===== config.mk =====
export PLATFORM = sky130hd
export DESIGN_NAME = uart_tx_cfg_flat
export DESIGN_NICKNAME = d
export VERILOG_FILES = /design/src/rtl/uart_tx_cfg_pkg.sv /design/src/rtl/uart_tx_cfg_if.sv /design/src/rtl/uart_tick_counter.sv /design/src/rtl/uart_tx_cfg.sv /design/src/flat_wrapper.sv
export SDC_FILE = /design/constraint.sdc
export NUM_CORES = 1
export LEC_CHECK = 0
export ABC_CLOCK_PERIOD_IN_PS = 4600
export BUFFER_PORTS_ARGS = -buffer_cell sky130_fd_sc_hd__buf_2
export CORE_ASPECT_RATIO = 0.75
export CORE_MARGIN = 10
export CORE_UTILIZATION = 55
export DETAILED_ROUTE_END_ITERATION = 12
export PLACE_DENSITY = 0.75
export SLEW_MARGIN = 20
export SYNTH_ARGS = -nofsm -noshare
export SYNTH_HDL_FRONTEND = slang
export SYNTH_SLANG_ARGS = --single-unit

===== constraint.sdc =====
create_clock -name i_clock -period 4.6 [get_ports i_clock]
set_input_delay 0.92 -clock i_clock [delete_from_list [all_inputs] [get_ports i_clock]]
set_output_delay 0.92 -clock i_clock [all_outputs]
set_load 0.02 [all_outputs]

===== src/rtl/uart_tx_cfg_pkg.sv =====
// Shared definitions for the configurable UART transmitter: state encodings,
// parity modes, default frame shape and the output payload struct.
package uart_tx_cfg_pkg;

  localparam int unsigned ST_W = 5;

  // One-hot frame states
  localparam logic [ST_W-1:0] ST_IDLE   = 5'b00001;
  localparam logic [ST_W-1:0] ST_START  = 5'b00010;
  localparam logic [ST_W-1:0] ST_DATA   = 5'b00100;
  localparam logic [ST_W-1:0] ST_PARITY = 5'b01000;
  localparam logic [ST_W-1:0] ST_STOP   = 5'b10000;

  localparam int unsigned PARITY_NONE = 0;
  localparam int unsigned PARITY_EVEN = 1;
  localparam int unsigned PARITY_ODD  = 2;

  localparam int unsigned DEF_WIDTH_WORD = 8;
  localparam int unsigned DEF_STOP       = 1;
  localparam int unsigned DEF_TICKS      = 16;
  localparam int unsigned MAX_WIDTH_WORD = 9;

  typedef struct packed {
    logic bit_tx;
    logic busy;
    logic done;
  } tx_out_t;

  // Zero-extension to the widest word leaves the parity unchanged
  function automatic logic parity_of(input logic [MAX_WIDTH_WORD-1:0] word,
                                     input int unsigned mode);
    return (mode == PARITY_ODD) ? ~(^word) : ^word;
  endfunction

endpackage


===== src/rtl/uart_tx_cfg_if.sv =====
// Request/serial-line bundle between a word source and the UART transmitter.
interface uart_tx_cfg_if
  import uart_tx_cfg_pkg::*;
#(
  parameter int unsigned WIDTH_WORD_TX = DEF_WIDTH_WORD
);

  logic                     i_rate;
  logic [WIDTH_WORD_TX-1:0] i_data_in;
  logic                     i_tx_start;
  logic                     o_bit_tx;
  logic                     o_tx_busy;
  logic                     o_tx_done;

  modport master (
    output i_rate, i_data_in, i_tx_start,
    input  o_bit_tx, o_tx_busy, o_tx_done
  );

  modport slave (
    input  i_rate, i_data_in, i_tx_start,
    output o_bit_tx, o_tx_busy, o_tx_done
  );

endinterface


===== src/rtl/uart_tick_counter.sv =====
// Counts baud ticks within one serial bit and flags the tick that closes the bit.
module uart_tick_counter #(
  parameter int unsigned TICKS_PER_BIT = 16
) (
  input  logic clk,
  input  logic rst_n,
  input  logic rate_i,
  input  logic clear_i,
  output logic bit_end_c_o
);

  localparam int unsigned CNT_W = $clog2(TICKS_PER_BIT);
  localparam logic [CNT_W-1:0] LAST_TICK = CNT_W'(TICKS_PER_BIT - 1);

  logic [CNT_W-1:0] cnt_q, cnt_d;

  always_ff @(posedge clk or negedge rst_n) begin
    if (!rst_n) cnt_q <= '0;
    else        cnt_q <= cnt_d;
  end

  // Held clear while idle; in-frame bit boundaries wrap it so every state starts at 0
  always_comb begin
    cnt_d = cnt_q;
    if (clear_i)     cnt_d = '0;
    else if (rate_i) cnt_d = (cnt_q == LAST_TICK) ? '0 : cnt_q + CNT_W'(1);
  end

  assign bit_end_c_o = rate_i && !clear_i && (cnt_q == LAST_TICK);

endmodule


===== src/rtl/uart_tx_cfg.sv =====
// Parametrised UART transmitter: start bit, data bits, optional parity, stop bits,
// paced by an external baud tick; word latched when the request is accepted.
module uart_tx_cfg
  import uart_tx_cfg_pkg::*;
#(
  parameter int unsigned WIDTH_WORD_TX = DEF_WIDTH_WORD,
  parameter int unsigned CANT_BIT_STOP = DEF_STOP,
  parameter int unsigned TICKS_PER_BIT = DEF_TICKS,
  parameter int unsigned PARITY_MODE   = PARITY_NONE,
  parameter bit          LSB_FIRST     = 1'b1
) (
  input logic          i_clock,
  input logic          i_reset,
  uart_tx_cfg_if.slave tx_if
);

  localparam int unsigned BIT_CNT_W = $clog2(WIDTH_WORD_TX) + 1;
  localparam logic [BIT_CNT_W-1:0] LAST_BIT = BIT_CNT_W'(WIDTH_WORD_TX - 1);
  localparam logic [1:0] LAST_STOP = 2'(CANT_BIT_STOP - 1);
  localparam bit HAS_PARITY = (PARITY_MODE != PARITY_NONE);

  if (WIDTH_WORD_TX < 5 || WIDTH_WORD_TX > 9) begin : g_bad_width
    $error("uart_tx_cfg: WIDTH_WORD_TX must be 5..9");
  end
  if (CANT_BIT_STOP < 1 || CANT_BIT_STOP > 2) begin : g_bad_stop
    $error("uart_tx_cfg: CANT_BIT_STOP must be 1..2");
  end
  if (TICKS_PER_BIT < 2 || TICKS_PER_BIT > 64) begin : g_bad_ticks
    $error("uart_tx_cfg: TICKS_PER_BIT must be 2..64");
  end
  if (PARITY_MODE > PARITY_ODD) begin : g_bad_parity
    $error("uart_tx_cfg: PARITY_MODE must be 0..2");
  end

  logic [ST_W-1:0]          state_q, state_d;
  logic [WIDTH_WORD_TX-1:0] shreg_q, shreg_d, shreg_adv;
  logic                     par_q, par_d;
  logic [BIT_CNT_W-1:0]     bit_cnt_q, bit_cnt_d;
  logic [1:0]               stop_cnt_q, stop_cnt_d;
  tx_out_t                  out_q, out_d;
  logic                     bit_end_c;

  function automatic logic head_bit(input logic [WIDTH_WORD_TX-1:0] w);
    return LSB_FIRST ? w[0] : w[WIDTH_WORD_TX-1];
  endfunction

  uart_tick_counter #(
    .TICKS_PER_BIT (TICKS_PER_BIT)
  ) u_tick (
    .clk         (i_clock),
    .rst_n       (i_reset),
    .rate_i      (tx_if.i_rate),
    .clear_i     (state_q == ST_IDLE),
    .bit_end_c_o (bit_end_c)
  );

  assign shreg_adv = LSB_FIRST ? (shreg_q >> 1) : (shreg_q << 1);

  always_ff @(posedge i_clock or negedge i_reset) begin
    if (!i_reset) begin
      state_q    <= ST_IDLE;
      shreg_q    <= '0;
      par_q      <= 1'b0;
      bit_cnt_q  <= '0;
      stop_cnt_q <= '0;
      out_q      <= '{bit_tx: 1'b1, busy: 1'b0, done: 1'b0};
    end else begin
      state_q    <= state_d;
      shreg_q    <= shreg_d;
      par_q      <= par_d;
      bit_cnt_q  <= bit_cnt_d;
      stop_cnt_q <= stop_cnt_d;
      out_q      <= out_d;
    end
  end

  // Line level for the next bit is registered together with the state change
  always_comb begin
    state_d    = state_q;
    shreg_d    = shreg_q;
    par_d      = par_q;
    bit_cnt_d  = bit_cnt_q;
    stop_cnt_d = stop_cnt_q;
    out_d      = out_q;
    out_d.done = 1'b0;
    case (state_q)
      ST_IDLE: begin
        if (tx_if.i_tx_start) begin
          shreg_d      = tx_if.i_data_in;
          par_d        = parity_of(MAX_WIDTH_WORD'(tx_if.i_data_in), PARITY_MODE);
          state_d      = ST_START;
          out_d.bit_tx = 1'b0;
          out_d.busy   = 1'b1;
        end
      end
      ST_START: begin
        if (bit_end_c) begin
          state_d      = ST_DATA;
          bit_cnt_d    = '0;
          out_d.bit_tx = head_bit(shreg_q);
        end
      end
      ST_DATA: begin
        if (bit_end_c) begin
          if (bit_cnt_q == LAST_BIT) begin
            if (HAS_PARITY) begin
              state_d      = ST_PARITY;
              out_d.bit_tx = par_q;
            end else begin
              state_d      = ST_STOP;
              stop_cnt_d   = '0;
              out_d.bit_tx = 1'b1;
            end
          end else begin
            bit_cnt_d    = bit_cnt_q + BIT_CNT_W'(1);
            shreg_d      = shreg_adv;
            out_d.bit_tx = head_bit(shreg_adv);
          end
        end
      end
      ST_PARITY: begin
        if (bit_end_c) begin
          state_d      = ST_STOP;
          stop_cnt_d   = '0;
          out_d.bit_tx = 1'b1;
        end
      end
      ST_STOP: begin
        if (bit_end_c) begin
          if (stop_cnt_q == LAST_STOP) begin
            state_d    = ST_IDLE;
            out_d.busy = 1'b0;
            out_d.done = 1'b1;
          end else begin
            stop_cnt_d = stop_cnt_q + 2'd1;
          end
        end
      end
      default: begin
        state_d = ST_IDLE;
        out_d   = '{bit_tx: 1'b1, busy: 1'b0, done: 1'b0};
      end
    endcase
  end

  assign tx_if.o_bit_tx  = out_q.bit_tx;
  assign tx_if.o_tx_busy = out_q.busy;
  assign tx_if.o_tx_done = out_q.done;

endmodule


===== src/flat_wrapper.sv =====
// flat-port wrapper written by rule: the top's interface ports become plain ports
module uart_tx_cfg_flat import uart_tx_cfg_pkg::*;
#(
  parameter int unsigned WIDTH_WORD_TX = DEF_WIDTH_WORD,
  parameter int unsigned CANT_BIT_STOP = DEF_STOP,
  parameter int unsigned TICKS_PER_BIT = DEF_TICKS,
  parameter int unsigned PARITY_MODE   = PARITY_NONE,
  parameter bit          LSB_FIRST     = 1'b1
)
  (i_clock, i_reset, tx_if_i_rate, tx_if_i_data_in, tx_if_i_tx_start, tx_if_o_bit_tx, tx_if_o_tx_busy, tx_if_o_tx_done);
  uart_tx_cfg_if #(.WIDTH_WORD_TX(WIDTH_WORD_TX)) tx_if_i ();
  input logic i_clock;
  input logic i_reset;
  input wire logic [$bits(tx_if_i.i_rate)-1:0] tx_if_i_rate;
  input wire logic [$bits(tx_if_i.i_data_in)-1:0] tx_if_i_data_in;
  input wire logic [$bits(tx_if_i.i_tx_start)-1:0] tx_if_i_tx_start;
  output wire logic [$bits(tx_if_i.o_bit_tx)-1:0] tx_if_o_bit_tx;
  output wire logic [$bits(tx_if_i.o_tx_busy)-1:0] tx_if_o_tx_busy;
  output wire logic [$bits(tx_if_i.o_tx_done)-1:0] tx_if_o_tx_done;
  assign tx_if_i.i_rate = tx_if_i_rate;
  assign tx_if_i.i_data_in = tx_if_i_data_in;
  assign tx_if_i.i_tx_start = tx_if_i_tx_start;
  assign tx_if_o_bit_tx = tx_if_i.o_bit_tx;
  assign tx_if_o_tx_busy = tx_if_i.o_tx_busy;
  assign tx_if_o_tx_done = tx_if_i.o_tx_done;
  uart_tx_cfg #(.WIDTH_WORD_TX(WIDTH_WORD_TX), .CANT_BIT_STOP(CANT_BIT_STOP), .TICKS_PER_BIT(TICKS_PER_BIT), .PARITY_MODE(PARITY_MODE), .LSB_FIRST(LSB_FIRST)) u_core (.i_clock(i_clock), .i_reset(i_reset), .tx_if(tx_if_i));
endmodule

After elaboration in Yosys (flattened, before gate mapping)

Index checks and enable logic that the tools add are counted.

Input port bits: 12
Output and inout bits: 3
Register bits after elaboration: 26
Word-level logic and storage cells: 79

Bitwise gates (word level): 2
$add $sub $neg: 3
Reduce and logical (&&, ||, !) cells: 15
Muxes and demuxes: 35
Equal/unequal tests: 16

Operators by type and width:

| operator                                            | number |
|---|---|
| two-way mux 5 bit                                   | 7 |
| one-hot mux 5 bit (5 select lines)                  | 1 |
| two-way mux 4 bit                                   | 6 |
| two-way mux 8 bit                                   | 3 |
| two-way mux 2 bit                                   | 8 |
| one-hot mux 8 bit (2 select lines)                  | 1 |
| != test 2 x 1 -> 1 bit, second input constant       | 6 |
| AND reduction 4 bit                                 | 3 |
| adder 4 x 1 -> 4 bit, second input constant         | 2 |
| one-hot mux 4 bit (2 select lines)                  | 1 |
| AND reduction 7 bit                                 | 1 |
| != test 2 bit, second input constant                | 3 |
| one-hot mux 2 bit (3 select lines)                  | 1 |
| AND reduction 6 bit                                 | 1 |
| nonzero test 2 bit                                  | 3 |
| equality test 5 x 1 -> 1 bit, second input constant | 1 |
| equality test 5 x 2 -> 1 bit, second input constant | 1 |
| equality test 5 x 3 -> 1 bit, second input constant | 1 |
| equality test 5 x 4 -> 1 bit, second input constant | 1 |
| equality test 5 bit, second input constant          | 1 |
| two-way mux 1 bit                                   | 5 |
| one-hot mux 1 bit (5 select lines)                  | 1 |
| AND reduction 5 bit                                 | 1 |
| equality test 4 x 3 -> 1 bit, second input constant | 1 |
| other kinds (9)                                     | 11 |

Depth between registers and ports, before layout

Word-level depth: 6
Mapped depth: 7
Mapped depth without buffers: 5

Cells and area by module

A second synthesis with hierarchy kept.

Cells, all modules: 147
Area, all modules: 1401.3 sq um

By module, submodules not included:

| module            | area each (sq um) | sequential area each (sq um) | times used | cells each |
|---|---|---|---|---|
| uart_tx_cfg       | 1198.6            | 528.0                        | 1          | 126 |
| uart_tick_counter | 202.7             | 100.1                        | 1          | 21 |

Worst setup path before layout

OpenSTA, ideal clock, no wires.

Path kind: input -> register
Start: input tx_if_i_rate
End: register u_core.shreg_q[6]
Stages: 5
Buffers on the path: 2
Arrival time: 1901 ps
Setup time: 128 ps
Path slack: 2572 ps
Required time: 4472 ps
Path through: and4_1 buf_2 a32oi_1 buf_2 o21ai_0

Longest elaborated chain between the ends: 4

Ends and longest elaborated chain:

| item                                    | RTL line                | source |
|---|---|---|
| from (decl)                             | flat_wrapper.sv:14      | `input wire logic [$bits(tx_if_i.i_rate)-1:0] tx_if_i_rate;` |
| logical AND 1 bit (2 in a row)          | uart_tick_counter.sv:29 | `assign bit_end_c_o = rate_i && !clear_i && (cnt_q == LAST_TICK);` |
| != test 2 x 1 -> 1 bit (no source line) | --                      |  |
| AND reduction 4 bit (no source line)    | --                      |  |
| to (signal assigned)                    | uart_tx_cfg.sv:69       | `shreg_q <= shreg_d;` |
| to (decl)                               | uart_tx_cfg.sv:36       | `logic [WIDTH_WORD_TX-1:0] shreg_q, shreg_d, shreg_adv;` |

No other way between the ends.
A chain may end at the register's enable or synchronous reset.

Worst setup path in the final report

Same ends and word-level chain as after synthesis.

==> results.cfg <==
[placement]
post-place-cells = 186
dp_hpwl_um = 1940
dpl_cell_area_um2 = 1460
gp_congestion = 0.835
io_buffer_count = 14

[power_and_ir_drop]
pwr-share-seq_pct = 55.7
internal-power_w = 0.000397
ir_drop_mv = 0.243
p_sw_share_pct = 36.7
power_frac_comb_pct = 28.2
pwr-share-clk_pct = 16.0
cellPowerDensity_nw_per_um2 = 420
p_switching_w = 0.000231
p_leak_nw = 0.643

[cts]
htreeDepth = 1
post_cts_buffers = 0
cts_tree = built
clock_path_buffers = 2
clock-sinks = 25
clock_latency_ns = 0.32
cts_hold_buf = 0
clkTransAtPathRegs_ns = 0.14
root_buffer = clkbuf_4
post_cts_resized = 0
cts_buffers = 3

[sta]
post-route-period-util_pct = 49.0
slew_violations = 0
setup_tns_ns = 0
hold_viol = 0
fin_crit_ns = 2.26
worst_pin_slew_ns = 1.01
final.setup_skew_ns = 0.00160
grt_setup_unrepaired = false
setup_viol = 0
fmax_mhz = 443
hold-worst-slack_ns = 0.510
relSlewSlack_pct = 33.0

[critical_path]
cp_cell_sequence = buf_2, and4_1, a32oi_1, o21ai_0
worst_setup_path_start_kind = input port
worst_path_largest_cell_delay_ns = 0.85
cpMaxStageDelayCell = a32oi_1
critPathRequiredTime_ns = 4.78
critPathMaxFanout = 16
crit_buf_inv = 1
worstSetupEndpointType = register
cpLargestDelayFamily = compound AO/OA/AOI/OAI gates
critical_path_class = input port to register
cp.arrival_ns = 2.43

[final_layout]
drive_gt1_share_pct = 16.0
layout_common_cells = 23 x dfrtp_1, 16 x nand2_1, 16 x o21ai_0, 14 x buf_2
syn_to_final_growth_pct = 7.86
final_common_cell = dfrtp_1
final_cells = 190
final_nets = 172
diodes = 0
postLayoutCellArea_um2 = 1490

[yosys]
netlist.area_leader.share_pct = 41.6
synth_enable_flop_cells = 0
synth-seq-cells = 25
synth_area_um2 = 1390
netlist_top_cells_area = dfrtp_1 42%, mux2i_1 5.8%, o21ai_0 5.8%
ys_warn_count = 0
ys.flop_type = dfrtp_1
syn_inst = 145
synth.largest_area_cell = dfrtp_1
ys_seq_area_share_pct = 45.3
syn_nets = 160
synth_area_per_cell_um2 = 9.55
async_flop_share_pct = 100
synth_cell_types = 42

[grt]
first_global_vias = 1033
overflow = 0
grt_pass1_wl_um = 4740
grt_max_degree = 26
antenna_found_initial = 0
track_usage_pct = 11.0

[floorplan]
die_area_um2 = 4950
core_area_um2 = 2350
fp.dieH_um = 63.5
num_rows = 15
fp.dieW_um = 77.9
top_level_ports = 15
start_util_pct = 59.0

[detailed_routing]
wl_per_cell_um = 13.6
detail-route-antenna-nets = 0
drt_pass1_iterations = 4
first_iter_violations = 76
vias = 1089
avgViaCountPerCell = 5.73
wirelength_um = 2590
drc_errors = 0

[min_path]
hold_path.class = register to register

[outcome]
status = finished, final reports clean

[run]
drv_cap = 0
synthesized netlist by cell type, types with 2 or more instances:
cell type,instances
a32oi_1,2
o21ai_0,16
ha_1,3
nand4_1,2
nor4b_2,2
nand3b_1,2
nor2_1,7
nor3_1,6
dfstp_2,2
inv_1,8
buf_2,6
xor2_1,2
o31ai_1,3
nand2_1,16
mux2i_1,8
a21oi_1,5
o211ai_1,2
nand3_1,2
a31oi_1,2
dfrtp_1,23
nand2b_1,5
registers in the layout, indices dropped and copies added (netlist names):
name,count
u_core.shreg_q,8
u_core.bit_cnt_q,4
u_core.state_q,4
u_core.u_tick.cnt_q,4
u_core.stop_cnt_q,2
u_core.tx_if.o_bit_tx,1
u_core.tx_if.o_tx_busy,1
u_core.tx_if.o_tx_done,1
per-stage QoR:
step	utilization (%)	setup WS (ns)	power, W
6_report	63.7	2.34	0.000627
5_1_grt	63.7	2.16	0.000677
4_1_cts	63.7	2.34	0.000630
3_5_place_dp	62.4	1.97	0.000531
3_3_place_gp	62.4	2.05	0.000522
2_1_floorplan	-	2.57	0.000480
worst reg2reg max path, stage by stage (launching register included):
cell     delay [ns]
dfstp_2        0.68
nor4b_2        0.68
a32oi_1        0.46
nand2_1        0.19
o21ai_0        0.09
kinds of logic (layout without fill, tap and decap cells):
group           count (synthesis)  count (layout)  share of synthesized area (%)
simple gates                   51              51                           21.2
compound gates                 38              38                           16.9
flops                          25              25                           45.3
buf+inv                        16              27                           5.15
mux                            10              10                           7.41
fa+ha+maj                       3               3                           2.71
xor+xnor                        2               2                           1.26
area by class of cell:
cell class	count	area, um^2
Multi-Input combinational cell	104	686
Clock buffer	3	22.5
Sequential cell	25	628
Timing Repair Buffer	15	77.6
Inverter	8	30.0
Clock inverter	1	7.51
Fill cell	189	852
Tap cell	34	42.5
power groups by stage:
stage | sequential, W | clock, W | combinational [W]
2_1_floorplan | 0.000332 | 0 | 0.000148
3_3_place_gp | 0.000349 | 0 | 0.000173
3_5_place_dp | 0.000351 | 0 | 0.000180
4_1_cts | 0.000348 | 0.000104 | 0.000179
5_1_grt | 0.000360 | 0.000114 | 0.000204
6_report | 0.000350 | 0.000101 | 0.000177
final timing paths:
path                            depth (start not counted)  slack, ns                               to                          start
worst min register to register                          2       0.51    u_core.shreg_q[2]$_DFFE_PN0P_  u_core.shreg_q[2]$_DFFE_PN0P_
min in group asynchronous                               1       0.55  u_core.bit_cnt_q[1]$_DFFE_PN0P_                        i_reset
max in group asynchronous                               1       3.68    u_core.state_q[0]$_DFFE_PN1P_                        i_reset
worst max register to register                          4       2.37    u_core.shreg_q[5]$_DFFE_PN0P_  u_core.state_q[0]$_DFFE_PN1P_
worst min-delay path                                    2       0.51    u_core.shreg_q[2]$_DFFE_PN0P_  u_core.shreg_q[2]$_DFFE_PN0P_
worst max-delay path                                    4       2.34    u_core.shreg_q[6]$_DFFE_PN0P_                   tx_if_i_rate
routing by layer:
layer,track usage (%),wire length (um)
met1,14.3,1240
met2,17.1,1170
met3,4.25,171
met4,1.79,8
met5,0,0
No activity file was read; power rests on OpenSTA's default activity.
